[src/rtl/alu_operand_ctrl.sv]
// Operand sequencer and result/flag register for the 4-bit ALU board.
// Define ACC_CHAIN_EN to feed each result back into A (accumulator mode).
module alu_operand_ctrl #(
  parameter int WIDTH       = 4,
  parameter int SYNC_STAGES = 2
) (
  input  logic             clk,
  input  logic             rst,
  input  logic [WIDTH-1:0] sw_data,
  input  logic [1:0]       sw_op,
  input  logic             enter,
  input  logic [WIDTH-1:0] alu_R,
  input  logic             alu_Cout,
  input  logic             alu_ovr,
  output logic [WIDTH-1:0] A,
  output logic [WIDTH-1:0] B,
  output logic             S0,
  output logic             S1,
  output logic [WIDTH-1:0] result_q,
  output logic             c_flag,
  output logic             v_flag,
  output logic             z_flag,
  output logic             result_valid,
  output logic [2:0]       state
);

  typedef enum logic [2:0] {
    LOAD_A  = 3'd0,
    LOAD_B  = 3'd1,
    LOAD_OP = 3'd2,
    EXEC    = 3'd3,
    DONE    = 3'd4
  } state_t;

  state_t state_q, state_n;

  logic [SYNC_STAGES-1:0] sync_ff;
  logic [SYNC_STAGES-1:0] settle;
  logic                   sync_d;
  logic                   ent;
  logic                   load_a, load_b, load_op, capture;
`ifdef ACC_CHAIN_EN
  logic                   chain_a;
`endif

  // Until the chain has refilled after reset, the edge flop is held high so
  // a button still down at reset release cannot look like a fresh press.
  always_ff @(posedge clk) begin
    if (rst) begin
      sync_ff <= '0;
      settle  <= '0;
      sync_d  <= 1'b1;
    end else begin
      sync_ff <= {sync_ff[SYNC_STAGES-2:0], enter};
      settle  <= {settle[SYNC_STAGES-2:0], 1'b1};
      sync_d  <= settle[SYNC_STAGES-1] ? sync_ff[SYNC_STAGES-1] : 1'b1;
    end
  end

  assign ent = sync_ff[SYNC_STAGES-1] & ~sync_d;

  always_ff @(posedge clk) begin
    if (rst) state_q <= LOAD_A;
    else     state_q <= state_n;
  end

  always_comb begin
    state_n = state_q;
    load_a  = 1'b0;
    load_b  = 1'b0;
    load_op = 1'b0;
    capture = 1'b0;
`ifdef ACC_CHAIN_EN
    chain_a = 1'b0;
`endif
    case (state_q)
      LOAD_A: if (ent) begin
        load_a  = 1'b1;
        state_n = LOAD_B;
      end
      LOAD_B: if (ent) begin
        load_b  = 1'b1;
        state_n = LOAD_OP;
      end
      LOAD_OP: if (ent) begin
        load_op = 1'b1;
        state_n = EXEC;
      end
      EXEC: begin
        capture = 1'b1;
        state_n = DONE;
      end
      DONE: if (ent) begin
`ifdef ACC_CHAIN_EN
        chain_a = 1'b1;
        state_n = LOAD_B;
`else
        state_n = LOAD_A;
`endif
      end
      default: state_n = LOAD_A;
    endcase
  end

  always_ff @(posedge clk) begin
    if (rst) begin
      A        <= '0;
      B        <= '0;
      S0       <= 1'b0;
      S1       <= 1'b0;
      result_q <= '0;
      c_flag   <= 1'b0;
      v_flag   <= 1'b0;
      z_flag   <= 1'b0;
    end else begin
      if (load_a) A <= sw_data;
`ifdef ACC_CHAIN_EN
      else if (chain_a) A <= result_q;
`endif
      if (load_b) B <= sw_data;
      if (load_op) begin
        S0 <= sw_op[0];
        S1 <= sw_op[1];
      end
      if (capture) begin
        result_q <= alu_R;
        c_flag   <= alu_Cout;
        v_flag   <= alu_ovr;
        z_flag   <= (alu_R == '0);
      end
    end
  end

  assign result_valid = (state_q == DONE);
  assign state        = state_q;

endmodule
[config.mk]
export PLATFORM = sky130hd
export DESIGN_NAME = alu_operand_ctrl
export DESIGN_NICKNAME = d
export VERILOG_FILES = /design/src/rtl/alu_operand_ctrl.sv
export SDC_FILE = /design/constraint.sdc
export NUM_CORES = 1
export LEC_CHECK = 0
export ABC_AREA = 1
export BUFFER_PORTS_ARGS = -buffer_cell sky130_fd_sc_hd__buf_2
export CAP_MARGIN = 10
export CORE_ASPECT_RATIO = 0.9
export CORE_UTILIZATION = 30
export DETAILED_ROUTE_END_ITERATION = 16
export GPL_TIMING_DRIVEN = 0
export PLACE_DENSITY = 0.64
export SLEW_MARGIN = 20
export SYNTH_ARGS = -nofsm -noshare
export SYNTH_HDL_FRONTEND = slang
export SYNTH_SLANG_ARGS = --single-unit
[constraint.sdc]
create_clock -name clk -period 1.1 [get_ports clk]
set_input_delay 0.22 -clock clk [delete_from_list [all_inputs] [get_ports clk]]
set_output_delay 0.22 -clock clk [all_outputs]
set_load 0.01 [all_outputs]
==> impl_metrics.env, run 1 <==
export IMPL_fp_dieH_um=56.1
export IMPL_yosys_warnings=0
export IMPL_reg2reg_slack_ns=-0.08
export IMPL_postSynthCellCount=131
export IMPL_synth_area_per_cell_um2=7.46
export IMPL_async_flop_share_pct=0
export IMPL_rsz0062_at_grt="yes"
export IMPL_cpPeakStageDelay_ns=0.38
export IMPL_dieArea_um2=3490
export IMPL_maxCapViolations=0
export IMPL_syn_to_final_growth_pct=40.8
export IMPL_layout_common_cells="nor2_1 (38), buf_2 (35), dfxtp_1 (22)"
export IMPL_start_util_pct=31.9
export IMPL_setup_viol=14
export IMPL_design_area_um2=1380
export IMPL_synth_fa_ha_area_share_pct=0
export IMPL_power_uw=1410
export IMPL_cpLargestDelayFamily="flip-flops"
export IMPL_hold_depth=3
export IMPL_cts_sinks=25
export IMPL_holdPathEnd="sync_ff[0]$_SDFF_PP0_"
export IMPL_clkLatencyLatePin_ns=0.32
export IMPL_synth_simple_area_share_pct=35.6
export IMPL_slew_headroom_pct=87.3
export IMPL_synthFlopType="dfxtp_1"
export IMPL_drtPass1Iterations=4
export IMPL_path_class="register to primary output"
export IMPL_synth_mux_area_share_pct=0
export IMPL_antenna_cells=0
export IMPL_io_buffers=34
export IMPL_synth_seq_cells=25
export IMPL_num_rows=19
export IMPL_h_tree_depth=1
export IMPL_synth_cell_types=18
export IMPL_routabilityCongestion=0.772
export IMPL_fmax_mhz=776
export IMPL_cp_end_kind="primary output"
export IMPL_cp_arrival_ns=1.07
export IMPL_layout_commonest_cell="nor2_1"
export IMPL_drive_gt1_share_pct=38.2
export IMPL_final_max_slew_viol_count=0
export IMPL_grt_pass1_vias=828
export IMPL_first_iter_violations=20
export IMPL_power_density_nw_per_um2=1020
export IMPL_p_leak_uw=0.000648
export IMPL_reg2reg_to="A[2]$_SDFFE_PP0P_"
export IMPL_postLayoutCoreUtil_pct=44.9
export IMPL_finClkSkew_ns=0.00744
export IMPL_dpl_hpwl_um=1500
export IMPL_drc=0
export IMPL_post_route_period_util_pct=117
export IMPL_synth_edf_count=0
export IMPL_critPathLaunchType="register"
export IMPL_violations="negative setup slack"
export IMPL_die_w_um=62.2
export IMPL_nets=194
export IMPL_grt_pass1_wl_um=3460
export IMPL_synth_top_family_by_area="simple AND/OR/NAND/NOR gates"
export IMPL_viasPerCell=4.29
export IMPL_seq_area_frac_synth_pct=51.2
export IMPL_io_pins=36
export IMPL_place_ws_ns=-0.0708
export IMPL_path_cells="inv_4, nor3_4, buf_2"
export IMPL_hold_viol=0
export IMPL_clkSlewWorstSetupHoldPaths_ns=0.12
export IMPL_fillers=340
export IMPL_synth_nets=146
export IMPL_hold_path_startpoint="enter"
export IMPL_ctsLongestPathBuffers=2
export IMPL_drt_total_wl_um=2230
export IMPL_coreArea_um2=3070
export IMPL_grt_use_total_pct=12.4
export IMPL_crit_slowest_cell="dfxtp_4"
export IMPL_ir_worst_vdd_v=0.000710
export IMPL_grt_ovfl_total=0
export IMPL_synth_compound_area_share_pct=5.12
export IMPL_cts_buffers=3
export IMPL_yosys_area_share_xor_xnor_pct=0
export IMPL_tightestPinTransition_ns=0.190
export IMPL_timing_hold_ws_ns=0.0979
export IMPL_hold_class="primary input to register"
export IMPL_syn_area_um2=977
export IMPL_grt_max_degree=14
export IMPL_cts_hold_buf=0
export IMPL_required_ns=0.88
export IMPL_min_period_ns=1.29
export IMPL_vias=943
export IMPL_rr_worst_depth=7
export IMPL_dpl_instance_area_um2=1200
export IMPL_cts_tree="yes"
export IMPL_r2r_start="state[1]$_SDFFE_PP0P_"
export IMPL_worstPathMaxFanout=2
export IMPL_setup_ws_ns=-0.188
export IMPL_cts_root_buf="clkbuf_4"
export IMPL_grt_antenna_before_repair=0
export IMPL_status="complete, but fails checks"
export IMPL_crit_buf_inv=2
export IMPL_wl_per_cell_um=10.1
export IMPL_drtAntennaViolNets=0
where the power goes:
part	total (µW)	leakage, µW	internal (µW)	switching, µW
sequential	915	0.000205	912	3.85
combinational	90.1	0.000428	39.6	50.5
clock	403	0.0000150	142	261
metrics by stage:
| step | setup TNS, ns | cells |
|---|---|---|
| after floorplan | 0 | 131 |
| after global placement | -0.0649 | 207 |
| after detailed placement | -0.133 | 207 |
| after CTS | -0.736 | 215 |
| after global routing | -2.26 | 220 |
| final | -0.987 | 220 |
cell families (layout without fill, tap and decap cells):
group                  count (synthesis)  after routing
buffers and inverters                 18             65
AND/OR/NAND/NOR                       78             78
AO/OA/AOI/OAI                         10             10
flip-flops                            25             25
worst max path at each step:
stage          depth (start not counted)  slack, ns                     to             startpoint
2_1_floorplan                          4      0.005  state[2]$_SDFFE_PP0P_  state[2]$_SDFFE_PP0P_
6_report                               3      -0.19           result_valid  state[2]$_SDFFE_PP0P_
5_1_grt                                3      -0.26           result_valid  state[1]$_SDFFE_PP0P_
4_1_cts                                3      -0.18           result_valid  state[2]$_SDFFE_PP0P_
3_3_place_gp                           5      -0.05    z_flag$_SDFFE_PP0N_  state[0]$_SDFFE_PP0P_
3_5_place_dp                           5      -0.07    z_flag$_SDFFE_PP0N_  state[0]$_SDFFE_PP0P_
registers in the layout (all words and copies together) (netlist names), 2 cells and up:
name and cells:
A 4, state 3, result_q 4, sync_ff 2, settle 2, B 4
metal layers:
| layer | global-route usage (%) | part of all wire, % | up-vias |
|---|---|---|---|
| met4 | 0.997 | 0.45 | 0 |
| met5 | 0 | 0 | - |
| met2 | 21.4 | 45 | 31 |
| met1 | 15.4 | 47 | 409 |
| li1 | - | - | 501 |
| met3 | 4.71 | 6.9 | 2 |
area by class of cell:
type | count | area, µm² | share of cell area, %
sequential | 25 | 509 | 37.0
multi-input combinational | 88 | 447 | 32.5
timing repair buffer | 43 | 255 | 18.5
inverter | 14 | 57.6 | 4.18
tap | 42 | 52.6 | 3.82
buffer | 4 | 28.8 | 2.09
clock buffer | 4 | 26.3 | 1.91
worst register-to-register path: stages (launching register included):
cell and delay [ns]:
dfxtp_2 0.35, buf_6 0.12, buf_4 0.17, nor2_4 0.14, buf_4 0.13, nand4_1 0.08
nand2_1 0.07, nor2_1 0.04
synth_stat cells (3+ instances only):
| master | n | area share [%] |
|---|---|---|
| dfxtp_1 | 25 | 51 |
| inv_2 | 3 | 1.2 |
| inv_1 | 11 | 4.2 |
| nor2_2 | 5 | 3.2 |
| nand4_1 | 6 | 3.8 |
| a21oi_1 | 3 | 1.5 |
| nand2_1 | 18 | 6.9 |
| nand3_1 | 5 | 2.6 |
| buf_2 | 3 | 1.5 |
| o21ai_0 | 6 | 3.1 |
| nor2_1 | 39 | 15 |
repair_timing:
item	CTS	global route
resized for setup	14	14
setup buffers	4	5
gates cloned	0	0
endpoints found under the setup margin	12	21
hold endpoints to repair	0	0
pin swaps	3	5
Note: power is estimated with default switching activity, not from simulation.
==> inputs of run 2 (changes only) <==
- TNS_END_PERCENT: unset -> 5
==> impl_metrics.env, run 2 (synthesis gave the netlist of run 1 again) <==
export IMPL_wl_per_cell_um=9.68
export IMPL_vias=931
export IMPL_fillers=350
export IMPL_ctsLongestPathBuffers=2
export IMPL_path_class="register to primary output"
export IMPL_clkLatencyLatePin_ns=0.31
export IMPL_drive_gt1_share_pct=36.4
export IMPL_grt_ovfl_total=0
export IMPL_grt_max_degree=14
export IMPL_p_leak_uw=0.000621
export IMPL_violations="negative setup slack"
export IMPL_grt_util_met3_pct=4.71
export IMPL_fp_dieH_um=56.1
export IMPL_worstPathMaxFanout=2
export IMPL_setup_ws_ns=-0.175
export IMPL_dpl_hpwl_um=1500
export IMPL_drtPass1Iterations=4
export IMPL_reg2reg_to="z_flag$_SDFFE_PP0N_"
export IMPL_cts_tree="yes"
export IMPL_cts_sinks=25
export IMPL_cts_buffers=3
export IMPL_status="complete, but fails checks"
export IMPL_crit_start="state[2]$_SDFFE_PP0P_"
export IMPL_coreArea_um2=3070
export IMPL_rr_worst_depth=7
export IMPL_grtUsageMet1_pct=15.1
export IMPL_finClkSkew_ns=0.00482
export IMPL_grt_antenna_before_repair=0
export IMPL_drc=0
export IMPL_setup_viol=15
export IMPL_fmax_mhz=784
export IMPL_power_density_nw_per_um2=1060
export IMPL_cts_root_buf="clkbuf_4"
export IMPL_io_buffers=34
export IMPL_required_ns=0.88
export IMPL_hold_class="primary input to register"
export IMPL_power_uw=1400
export IMPL_io_pins=36
export IMPL_reg2reg_slack_ns=-0.10
export IMPL_syn_to_final_growth_pct=34.4
export IMPL_cp_arrival_ns=1.06
export IMPL_tightestPinTransition_ns=0.157
export IMPL_layout_common_cells="nor2_1 (38), buf_2 (35), dfxtp_1 (22)"
export IMPL_critPathLaunchType="register"
export IMPL_layout_commonest_cell="nor2_1"
export IMPL_die_w_um=62.2
export IMPL_postLayoutCoreUtil_pct=42.8
export IMPL_rsz0062_at_grt="yes"
export IMPL_grt_busiest_layer="met2"
export IMPL_maxCapViolations=0
export IMPL_first_iter_violations=20
export IMPL_routabilityCongestion=0.772
export IMPL_ir_worst_vdd_v=0.000707
export IMPL_h_tree_depth=1
export IMPL_top_regs="A (4), B (4), result_q (4)"
export IMPL_r2r_start="state[1]$_SDFFE_PP0P_"
export IMPL_grt_pass1_wl_um=3450
export IMPL_post_route_period_util_pct=116
export IMPL_min_period_ns=1.28
export IMPL_crit_end="result_valid"
export IMPL_drt_total_wl_um=2080
export IMPL_start_util_pct=31.9
export IMPL_hold_viol=0
export IMPL_grt_util_met2_pct=21.5
export IMPL_slew_headroom_pct=89.5
export IMPL_clkSlewWorstSetupHoldPaths_ns=0.12
export IMPL_viasPerCell=4.33
export IMPL_place_ws_ns=-0.0708
export IMPL_final_max_slew_viol_count=0
export IMPL_drtAntennaViolNets=0
export IMPL_num_rows=19
export IMPL_dieArea_um2=3490
export IMPL_nets=189
export IMPL_grt_use_total_pct=12.4
export IMPL_antenna_cells=0
export IMPL_cts_hold_buf=0
export IMPL_grt_pass1_vias=831
export IMPL_cp_end_kind="primary output"
## run 2: changes by cell type in the layout (fill, tap and decap cells not counted), sizes merged
cell	delta
buf	-5
## run 2: per-stage QoR
stage	hold WS, ns	TNS (ns)	std cells	area (µm²)
after floorplan	0.327	0	131	977
after global placement	0.368	-0.0649	207	1200
after detailed placement	0.385	-0.133	207	1200
final	0.102	-0.460	215	1310
after CTS	0.0881	-0.941	215	1290
after global routing	0.110	-1.98	215	1310
## run 2: worst min path at each step
stage                     slack (ns)                    end  depth (start not counted)                 start
after floorplan                 0.33  sync_ff[0]$_SDFF_PP0_                          2                 enter
after global placement          0.37      sync_d$_SDFF_PP1_                          1  settle[1]$_SDFF_PP0_
after detailed placement        0.39      sync_d$_SDFF_PP1_                          1  settle[1]$_SDFF_PP0_
after CTS                       0.09  sync_ff[0]$_SDFF_PP0_                          3                 enter
after global routing            0.11  sync_ff[0]$_SDFF_PP0_                          3                 enter
final                           0.10  sync_ff[0]$_SDFF_PP0_                          3                 enter
## run 2: cell type report
| class | instances | area, µm² | area share (%) |
|---|---|---|---|
| Buffer | 4 | 28.8 | 2.19 |
| Clock buffer | 4 | 26.3 | 2.00 |
| Inverter | 14 | 55.1 | 4.19 |
| Multi-Input combinational cell | 88 | 434 | 33.0 |
| Sequential cell | 25 | 507 | 38.6 |
| Tap cell | 42 | 52.6 | 4.00 |
| Timing Repair Buffer | 38 | 210 | 16.0 |
## run 2: repair_timing
action	in CTS	in global routing
resized for setup	11	6
pin swaps	2	3
endpoints found under the setup margin	12	23
setup buffers	4	0
## run 2: where the power goes
| group | switching, µW | total [µW] | leakage, µW | internal (µW) |
|---|---|---|---|---|
| registers | 3.82 | 918 | 0.000204 | 914 |
| logic | 48.5 | 85.3 | 0.000402 | 36.8 |
| clock network | 254 | 395 | 0.0000150 | 142 |
## run 2: metal layers
layer	up-vias	share of wire (%)
met5	-	0
met4	0	0
met3	0	8.5
met2	32	45
met1	408	47
li1	491	-
## run 2: critical path, stage by stage, from the launching register on
cell and delay [ns]:
dfxtp_2 0.38, inv_4 0.04, nor3_4 0.17, buf_2 0.16
